### config.mk
export PLATFORM = sky130hd
export DESIGN_NAME = maxpool_stream_flat
export DESIGN_NICKNAME = d
export VERILOG_FILES = /design/src/rtl/maxpool_stream_if.sv /design/src/rtl/maxpool_stream.sv /design/src/flat_wrapper.sv
export SDC_FILE = /design/constraint.sdc
export NUM_CORES = 1
export LEC_CHECK = 0
export ABC_AREA = 0
export CAP_MARGIN = 10
export CORE_ASPECT_RATIO = 2
export CORE_MARGIN = 8
export CORE_UTILIZATION = 48
export CTS_CLUSTER_SIZE = 16
export DETAILED_ROUTE_END_ITERATION = 8
export HOLD_SLACK_MARGIN = 0.02
export PLACE_DENSITY = 0.77
export SLEW_MARGIN = 10
export SYNTH_ARGS = -nofsm -noshare
export SYNTH_HDL_FRONTEND = slang
export SYNTH_SLANG_ARGS = --single-unit
### constraint.sdc
create_clock -name clk -period 5.2 [get_ports clk]
set_input_delay 1.04 -clock clk [delete_from_list [all_inputs] [get_ports clk]]
set_output_delay 1.04 -clock clk [all_outputs]
set_load 0.02 [all_outputs]
### src/rtl/maxpool_stream_if.sv
// Stream interface for maxpool_stream.
// Groups the input and output valid/ready channels.
//   slave  : the pooling block. It consumes in_*, produces in_ready and out_*, and consumes out_ready.
//   master : the surrounding environment, which has the opposite directions.
// Handshake: a channel transfers on a rising edge where valid && ready are both high.
// Once valid is raised, the producer holds data (and out_last) stable until that transfer happens.
interface maxpool_stream_if #(
   parameter int DATA_WIDTH = 16
);
   logic [DATA_WIDTH-1:0] in_data;
   logic                  in_valid;
   logic                  in_ready;
   logic [DATA_WIDTH-1:0] out_data;
   logic                  out_valid;
   logic                  out_ready;
   logic                  out_last;

   modport slave (
      input  in_data, in_valid, out_ready,
      output in_ready, out_data, out_valid, out_last
   );

   modport master (
      output in_data, in_valid, out_ready,
      input  in_ready, out_data, out_valid, out_last
   );
endinterface

### src/rtl/maxpool_stream.sv
// maxpool_stream: streaming non-overlapping POOL x POOL max-pool over FP16 data.
//
// Input order is raster order with channels interleaved (channel fastest).
// Output is the pooled map in the same order: (oy, ox, c).
// Partial maxima live in one row of per-(ox, c) accumulators.
//
// Ports:
//   clk    : rising-edge clock
//   rst_n  : asynchronous active-low reset
//   clear  : synchronous frame abort. Zeroes the counters and drops the held output.
//            It wins over a same-cycle input transfer.
//   stream : maxpool_stream_if.slave, carrying in_data/in_valid/in_ready and
//            out_data/out_valid/out_ready/out_last
module maxpool_stream #(
   parameter int DATA_WIDTH = 16,
   parameter int IMG_W      = 20,
   parameter int IMG_H      = 20,
   parameter int CH         = 1,
   parameter int POOL       = 5
) (
   input  logic            clk,
   input  logic            rst_n,
   input  logic            clear,
   maxpool_stream_if.slave stream
);

   localparam int OUT_W = IMG_W / POOL;
   localparam int OUT_H = IMG_H / POOL;
   localparam int ACC_N = OUT_W * CH;
   localparam int CW    = (CH > 1) ? $clog2(CH) : 1;
   localparam int XW    = $clog2(IMG_W);
   localparam int YW    = $clog2(IMG_H);
   localparam int PW    = $clog2(POOL);
   localparam int AW    = $clog2(IMG_W * CH + 1);
   localparam int IW    = (ACC_N > 1) ? $clog2(ACC_N) : 1;

   // Maps sign-magnitude floats onto an unsigned scale that preserves ordering.
   function automatic logic [DATA_WIDTH-1:0] order_key(input logic [DATA_WIDTH-1:0] v);
      logic [DATA_WIDTH-1:0] msb;
      msb = '0;
      msb[DATA_WIDTH-1] = 1'b1;
      return v[DATA_WIDTH-1] ? ~v : (v | msb);
   endfunction

   // Returns the held value on equal keys.
   function automatic logic [DATA_WIDTH-1:0] fp_max(input logic [DATA_WIDTH-1:0] held,
                                                   input logic [DATA_WIDTH-1:0] v);
      return (order_key(v) > order_key(held)) ? v : held;
   endfunction

   // Position counters. wx/wy are positions inside the window, ox/oy are window indices.
   // base tracks ox*CH, so the accumulator index needs no multiplier.
   logic [CW-1:0] c_q, c_d;
   logic [XW-1:0] x_q, x_d, ox_q, ox_d;
   logic [YW-1:0] y_q, y_d, oy_q, oy_d;
   logic [PW-1:0] wx_q, wx_d, wy_q, wy_d;
   logic [AW-1:0] base_q, base_d;

   logic [DATA_WIDTH-1:0] acc_q [ACC_N];
   logic [DATA_WIDTH-1:0] acc_d [ACC_N];

   logic [DATA_WIDTH-1:0] out_data_q, out_data_d;
   logic                  out_valid_q, out_valid_d;
   logic                  out_last_q, out_last_d;

   logic                  in_ready;
   logic                  accept;
   logic                  in_window;
   logic                  first_elem;
   logic                  complete;
   logic                  is_last;
   logic [AW-1:0]         acc_idx;
   logic [IW-1:0]         rd_idx;
   logic [DATA_WIDTH-1:0] held;
   logic [DATA_WIDTH-1:0] pooled;

   // The output register can take a new value whenever the current one retires in the same edge.
   assign in_ready  = rst_n & (~out_valid_q | stream.out_ready);
   assign accept    = stream.in_valid & in_ready;

   // Trailing columns and rows, beyond the last full window, are accepted and dropped.
   assign in_window  = (ox_q < XW'(OUT_W)) && (oy_q < YW'(OUT_H));
   assign first_elem = (wx_q == '0) && (wy_q == '0);
   assign complete   = in_window && (wx_q == PW'(POOL - 1)) && (wy_q == PW'(POOL - 1));
   assign is_last    = (ox_q == XW'(OUT_W - 1)) && (oy_q == YW'(OUT_H - 1))
                       && (c_q == CW'(CH - 1));

   assign acc_idx = base_q + AW'(c_q);
   assign rd_idx  = in_window ? IW'(acc_idx) : '0;
   assign held    = acc_q[rd_idx];
   assign pooled  = first_elem ? stream.in_data : fp_max(held, stream.in_data);

   always_comb begin
      c_d         = c_q;
      x_d         = x_q;
      y_d         = y_q;
      ox_d        = ox_q;
      oy_d        = oy_q;
      wx_d        = wx_q;
      wy_d        = wy_q;
      base_d      = base_q;
      acc_d       = acc_q;
      out_data_d  = out_data_q;
      out_valid_d = out_valid_q;
      out_last_d  = out_last_q;

      if (clear) begin
         c_d         = '0;
         x_d         = '0;
         y_d         = '0;
         ox_d        = '0;
         oy_d        = '0;
         wx_d        = '0;
         wy_d        = '0;
         base_d      = '0;
         out_data_d  = '0;
         out_valid_d = 1'b0;
         out_last_d  = 1'b0;
      end else begin
         if (stream.out_ready) begin
            out_valid_d = 1'b0;
            out_last_d  = 1'b0;
         end
         if (accept) begin
            if (in_window) begin
               acc_d[rd_idx] = pooled;
            end
            if (complete) begin
               out_data_d  = pooled;
               out_valid_d = 1'b1;
               out_last_d  = is_last;
            end
            if (c_q == CW'(CH - 1)) begin
               c_d = '0;
               if (x_q == XW'(IMG_W - 1)) begin
                  x_d    = '0;
                  wx_d   = '0;
                  ox_d   = '0;
                  base_d = '0;
                  if (y_q == YW'(IMG_H - 1)) begin
                     y_d  = '0;
                     wy_d = '0;
                     oy_d = '0;
                  end else begin
                     y_d = y_q + YW'(1);
                     if (wy_q == PW'(POOL - 1)) begin
                        wy_d = '0;
                        oy_d = oy_q + YW'(1);
                     end else begin
                        wy_d = wy_q + PW'(1);
                     end
                  end
               end else begin
                  x_d = x_q + XW'(1);
                  if (wx_q == PW'(POOL - 1)) begin
                     wx_d   = '0;
                     ox_d   = ox_q + XW'(1);
                     base_d = base_q + AW'(CH);
                  end else begin
                     wx_d = wx_q + PW'(1);
                  end
               end
            end else begin
               c_d = c_q + CW'(1);
            end
         end
      end
   end

   always_ff @(posedge clk or negedge rst_n) begin
      if (!rst_n) begin
         c_q         <= '0;
         x_q         <= '0;
         y_q         <= '0;
         ox_q        <= '0;
         oy_q        <= '0;
         wx_q        <= '0;
         wy_q        <= '0;
         base_q      <= '0;
         out_data_q  <= '0;
         out_valid_q <= 1'b0;
         out_last_q  <= 1'b0;
         for (int i = 0; i < ACC_N; i++) begin
            acc_q[i] <= '0;
         end
      end else begin
         c_q         <= c_d;
         x_q         <= x_d;
         y_q         <= y_d;
         ox_q        <= ox_d;
         oy_q        <= oy_d;
         wx_q        <= wx_d;
         wy_q        <= wy_d;
         base_q      <= base_d;
         out_data_q  <= out_data_d;
         out_valid_q <= out_valid_d;
         out_last_q  <= out_last_d;
         acc_q       <= acc_d;
      end
   end

   assign stream.in_ready  = in_ready;
   assign stream.out_data  = out_data_q;
   assign stream.out_valid = out_valid_q;
   assign stream.out_last  = out_last_q;

endmodule

### src/flat_wrapper.sv
// flat-port wrapper written by rule: the top's interface ports become plain ports
module maxpool_stream_flat 
#(
   parameter int DATA_WIDTH = 16,
   parameter int IMG_W      = 20,
   parameter int IMG_H      = 20,
   parameter int CH         = 1,
   parameter int POOL       = 5
)
  (clk, rst_n, clear, stream_in_data, stream_in_valid, stream_out_ready, stream_in_ready, stream_out_data, stream_out_valid, stream_out_last);
  maxpool_stream_if #(.DATA_WIDTH(DATA_WIDTH)) stream_i ();
  input  logic clk;
  input  logic rst_n;
  input  logic clear;
  input wire logic [$bits(stream_i.in_data)-1:0] stream_in_data;
  input wire logic [$bits(stream_i.in_valid)-1:0] stream_in_valid;
  input wire logic [$bits(stream_i.out_ready)-1:0] stream_out_ready;
  output wire logic [$bits(stream_i.in_ready)-1:0] stream_in_ready;
  output wire logic [$bits(stream_i.out_data)-1:0] stream_out_data;
  output wire logic [$bits(stream_i.out_valid)-1:0] stream_out_valid;
  output wire logic [$bits(stream_i.out_last)-1:0] stream_out_last;
  assign stream_i.in_data = stream_in_data;
  assign stream_i.in_valid = stream_in_valid;
  assign stream_i.out_ready = stream_out_ready;
  assign stream_in_ready = stream_i.in_ready;
  assign stream_out_data = stream_i.out_data;
  assign stream_out_valid = stream_i.out_valid;
  assign stream_out_last = stream_i.out_last;
  maxpool_stream #(.DATA_WIDTH(DATA_WIDTH), .IMG_W(IMG_W), .IMG_H(IMG_H), .CH(CH), .POOL(POOL)) u_core (.clk(clk), .rst_n(rst_n), .clear(clear), .stream(stream_i));
endmodule
# Yosys cells after proc, flatten, opt, wreduce, memory -nomap -nowiden

Index checks and enable logic that the tools add are counted.

Add/sub/neg operators: 9
Magnitude comparators: 5
Equality and inequality tests: 7
Multiplexer cells: 61
Bitwise operators: 9
Reduce and logical (&&, ||, !) cells: 20

Operator list:

| operator                                                  | count |
|---|---|
| two-way mux 16 bit                                        | 10 |
| two-way mux 5 bit                                         | 25 |
| bitwise mux 64 bit                                        | 1 |
| two-way mux 3 bit                                         | 11 |
| binary-select mux 16 bit (select 2 bit)                   | 1 |
| demux 16 bit (select 2 bit)                               | 1 |
| NOT 16 bit                                                | 2 |
| adder 5 x 1 -> 5 bit (second input constant)              | 5 |
| greater-than comparator 16 bit                            | 1 |
| two-way mux 1 bit                                         | 11 |
| equality test 5 x 2 -> 1 bit (second input constant)      | 2 |
| equality test 5 bit (second input constant)               | 2 |
| < comparator 5 x 3 -> 1 bit (second input constant)       | 2 |
| AND reduction 3 bit                                       | 3 |
| logical AND 1 bit                                         | 7 |
| adder 3 x 1 -> 3 bit (second input constant)              | 2 |
| equality test 3 bit (second input constant)               | 2 |
| zero test 3 bit                                           | 2 |
| nonzero test 2 bit                                        | 3 |
| nonzero test 3 bit                                        | 2 |
| AND reduction 2 bit                                       | 2 |
| AND reduction 4 bit                                       | 1 |
| greater-or-equal comparator 3 bit (second input constant) | 1 |
| < comparator 3 x 1 -> 1 bit (second input constant)       | 1 |
| 8 further kinds                                           | 11 |

Flip-flop bits (word level): 114
Word-level logic and storage cells: 126

# Logic depth before layout (Yosys ltp)

Word-level depth: 15
Depth in mapped cells: 15

# Worst setup path after synthesis

OpenSTA, ideal clock, no wires.

Kind: input to register
From: input stream_in_data[15]
To: register u_core.acc_q[31] (netlist name)
Arrival time: 3.807 ns
Data required time: 5.067 ns
Setup slack: 1.260 ns
Stages on the path: 11
Path buffers: 3
Cells stage by stage: clkbuf_1 clkbuf_1 xor2_1 ha_1 nand4_1 nor4_1 o21ai_1 a31oi_4 buf_6 mux2i_1 o21ai_1

Word-level cells in the longest chain between the ends: 6

RTL lines:

| element                        | line                  | source |
|---|---|---|
| start, declared                | flat_wrapper.sv:15    | `input wire logic [$bits(stream_i.in_data)-1:0] stream_in_data;` |
| NOT 16 bit                     | maxpool_stream.sv:42  | `return v[DATA_WIDTH-1] ? ~v : (v \| msb);` |
| two-way mux 16 bit             | maxpool_stream.sv:42  |  |
| greater-than comparator 16 bit | maxpool_stream.sv:48  | `return (order_key(v) > order_key(held)) ? v : held;` |
| two-way mux 16 bit             | maxpool_stream.sv:48  |  |
| two-way mux 16 bit *           | maxpool_stream.sv:91  | `assign pooled = first_elem ? stream.in_data : fp_max(held, stream.in_data);` |
| bitwise mux 64 bit *           | maxpool_stream.sv:126 | `acc_d[rd_idx] = pooled;` |
| end signal, assigned by index  | maxpool_stream.sv:184 | `acc_q[i] <= '0;` |
| end signal, assigned           | maxpool_stream.sv:198 | `acc_q <= acc_d;` |
| end, declared                  | maxpool_stream.sv:59  | `logic [DATA_WIDTH-1:0] acc_q [ACC_N];` |

Every way passes the cells marked *; elsewhere a longest branch is shown, timed or not.
A chain may end at the register's enable or synchronous reset.

# Worst setup path after layout

From: register u_core.base_q[1]
To: register u_core.acc_q[62] (netlist name)

Word-level cells in the longest chain between the ends: 12
Elaborated cells between the ends (all ways): 17
Classes of those cells: add/sub: 1; order compare: 3; mux: 10; bitwise: 2; reduce/logical: 1

RTL lines:

| element                                               | line                                        | source |
|---|---|---|
| start, declared                                       | maxpool_stream.sv:57                        | `logic [AW-1:0] base_q, base_d;` |
| start signal, assigned                                | maxpool_stream.sv:194                       | `base_q <= base_d;` |
| adder 2 x 1 -> 2 bit *                                | maxpool_stream.sv:88                        | `assign acc_idx = base_q + AW'(c_q);` |
| two-way mux 2 bit *                                   | maxpool_stream.sv:89                        | `assign rd_idx = in_window ? IW'(acc_idx) : '0;` |
| NOT 2 -> 3 bit (not written as such) *                | maxpool_stream.sv:90, maxpool_stream.sv:126 |  |
| binary-select mux 16 bit (select 2 bit)               | maxpool_stream.sv:90                        | `assign held = acc_q[rd_idx];` |
| two-way mux 16 bit (not written as such) (2 in a row) | maxpool_stream.sv:90                        |  |
| NOT 16 bit                                            | maxpool_stream.sv:42                        |  |
| two-way mux 16 bit                                    | maxpool_stream.sv:42                        |  |
| greater-than comparator 16 bit                        | maxpool_stream.sv:48                        |  |
| two-way mux 16 bit                                    | maxpool_stream.sv:48                        |  |
| two-way mux 16 bit                                    | maxpool_stream.sv:91                        |  |
| bitwise mux 64 bit *                                  | maxpool_stream.sv:126                       |  |

Every way passes the cells marked *; elsewhere a longest branch is shown, timed or not. The select of a mux whose other input is x is not followed.

==> flow_summary.toml <==
[sta]
worst_slack_ps = 813
fin_crit_sh_pct = 84.4
fin_setup_tns_ps = 0
maxSlewViolCount = 0
rsz0062_at_grt = "no"
holdWs_ps = 481
slew-limit-headroom_pct = 28.9
hold_viol = 0
period_needed_ps = 4390
worst_slew_pin_slew_ps = 1070
fmax_ghz = 0.228
setup_viol = 0
skew_ps = 10.8

[synthesis]
syn_area_sq_um = 5740
synth_edf_count = 0
synth-seq-cells = 110
syn_nets = 644
synth_warnings = 0
synth_top_area_cell = "dfrtp_1"
synth_cells = 599
synth.distinct_cells = 45
synth_area_leaders = "dfrtp_1 48%, nand2_1 8.2%, mux2i_1 5.4%"
ys.flop_type = "dfrtp_1"
ys_seq_area_share_pct = 47.9
syn_avg_cell_area_sq_um = 9.59
synth-async-reset-ratio_pct = 100
yosysTopAreaCellShare_pct = 47.9

[die]
die_width_um = 93.3
std_cell_rows = 56
initial_utilization_pct = 49.1
die-area_sq_um = 15900
chipHeight_um = 171
ioPinCount = 40
core_sq_um = 11700

[power_and_ir_drop]
ir_drop_v = 0.000295
power_density_nw_per_um2 = 490
power_leakage_nw = 2.86
p_total_mw = 3.21

[worst_hold_path]
hp-class = "reg2reg"

[detailed_routing]
route.detailed.drc = 0
drt_pre_antenna_iters = 4
met1Wirelength_um = 5490
ant_nets = 0
via_per_inst = 5.88
routedWlPerCell_um = 18.0
wl_met3_um = 578
vias = 4572
drtIter0Drc = 426
routed.top_layer = "met4"
wl_um = 14000
route.met2.wl_um = 7430

[worst_setup_path]
critPathRequiredTime_ps = 5400
worstSetupPathType = "reg2reg"
r2r_cells = 14
end_kind = "flip-flop"
r2r_start = "u_core.base_q[1]"
crit_path_end = "u_core.acc_q[62]"
r2r_end = "u_core.acc_q[62]"
startpoint = "u_core.base_q[1]"
reg2reg_slack_ps = 810
cp_max_fo = 16
cp.arrival_ps = 4590
cp-start-kind = "flip-flop"

[clock_tree]
post-cts-setup-buffer-count = 0
worstSkewPairLatency_ps = 350
cts_tree = "built"
cts_resized = 0
root_buffer = "clkbuf_16"
cts_sinks = 110
htreeDepth = 3
cts_made_buffers = 9
clockBufferDepth = 2
clk_pin_slew_ps = 70
ctsHoldBuffers = 0

[grt]
grtUsageTotal_pct = 18.6
grt_pass1_wl_um = 23500
grt_max_degree = 68
grt_pass1_vias = 4738
antenna_found_initial = 0
grt_overflow = 0

[flow_run]
drv_cap = 0

[place]
dp_worst_setup_slack_ps = 599
port_buffers = 39
dp.cells = 762
hpwl_um = 10100
gp_congestion = 0.817
placed_area_sq_um = 6260

[layout]
post-route-util_pct = 56.0
stdcell_count = 778
num_antenna_cells = 0
fin_nets = 674
layout-drive-gt1-share_pct = 6.32
syn_to_final_growth_pct = 14.1
final_area_sq_um = 6550

[outcome]
status = "complete, no violations"
## state kept, by name, indices dropped and copies added (netlist names), 2 cells and up
| name | cells |
|---|---|
| u_core.acc_q | 64 |
| u_core.stream.out_data | 16 |
| u_core.ox_q | 5 |
| u_core.oy_q | 5 |
| u_core.x_q | 5 |
| u_core.y_q | 5 |
| u_core.wx_q | 3 |
| u_core.wy_q | 3 |
| u_core.base_q | 2 |
## synthesized netlist by cell type, types with 9 or more instances
library cell,instances
clkbuf_1,25
nand3_1,9
xor2_1,22
mux2i_1,31
nand2_1,125
a21oi_1,10
a32oi_1,15
o21ai_0,53
xnor2_1,15
o211ai_1,12
dfrtp_1,110
ha_1,24
o21ai_1,51
nor2_1,17
## area by class of cell
cell class / count / area [sq um]
sequential: 110 / 2750
inverter: 8 / 30.0
multi-input combinational: 449 / 2830
clock buffer: 9 / 225
timing repair buffer: 51 / 485
tap: 145 / 181
clock inverter: 6 / 47.5
fill: 990 / 5150
## worst max-delay path, cell delays in order, from the launching register on
cell,delay (ps)
dfrtp_1,670
nor3b_1,260
nand2_1,80
buf_4,210
o211ai_2,480
buf_4,310
xnor2_1,120
ha_1,310
nand2_1,80
nor4_1,320
o21ai_1,180
a31oi_4,200
buf_4,320
mux2i_1,550
o21ai_1,130
## logic make-up after synthesis
group                      Yosys count  synth area share, %
adders and majority gates           24                 5.23
muxes                               35                 6.19
buffers and inverters               40                 2.88
AOI/OAI and AO/OA                  160                 16.8
DFF                                110                 47.9
xor gates and xnor gates            37                 5.64
and+or+nand+nor                    193                 15.3
## how the worst min path moves through the flow
stage | start | endpoint | slack (ps) | cells past startpoint
finish | u_core.acc_q[1] | u_core.acc_q[1] | 480 | 2
global route | u_core.acc_q[1] | u_core.acc_q[1] | 500 | 2
CTS | u_core.acc_q[1] | u_core.acc_q[1] | 480 | 2
detailed placement | u_core.acc_q[1] | u_core.acc_q[1] | 460 | 2
global placement | u_core.acc_q[1] | u_core.acc_q[1] | 460 | 2
floorplan | u_core.acc_q[1] | u_core.acc_q[1] | 440 | 2
## cell usage in the layout (no fill, tap or decap), types with 2 or more instances in the layout
master / count
ha_1: 24
clkinvlp_4: 4
xor2_1: 22
nor4bb_1: 2
and2_1: 4
nand2_1: 125
o21ai_0: 53
nor3_1: 6
nor2_1: 17
a22oi_1: 2
xnor2_1: 15
nor3b_1: 2
mux2_2: 4
dfrtp_1: 110
clkdlybuf4s50_1: 38
nand3_1: 8
a32o_1: 2
inv_1: 8
nor2b_1: 7
mux2i_1: 31
buf_4: 12
o2111ai_1: 2
nand3b_1: 3
o211ai_1: 12
a31oi_1: 3
a32oi_1: 15
clkbuf_16: 9
a22o_1: 2
o21ai_1: 51
a21oi_1: 10
nand4_1: 8
a21o_1: 2
nand2b_1: 3
## power by group
| part | internal [mW] | leakage [nW] | switching, mW |
|---|---|---|---|
| Combinational | 0.544 | 1.27 | 0.781 |
| Sequential | 1.08 | 1.47 | 0.161 |
| Clock | 0.325 | 0.120 | 0.317 |
| Total | 1.95 | 2.86 | 1.26 |
## metal layers
layer | vias up | global-route usage, %
met2 | 116 | 32.1
met1 | 2242 | 20.8
met4 | 0 | 10.5
li1 | 2173 | -
met5 | - | 0
met3 | 41 | 3.34
Note: power is estimated with default switching activity, not from simulation.
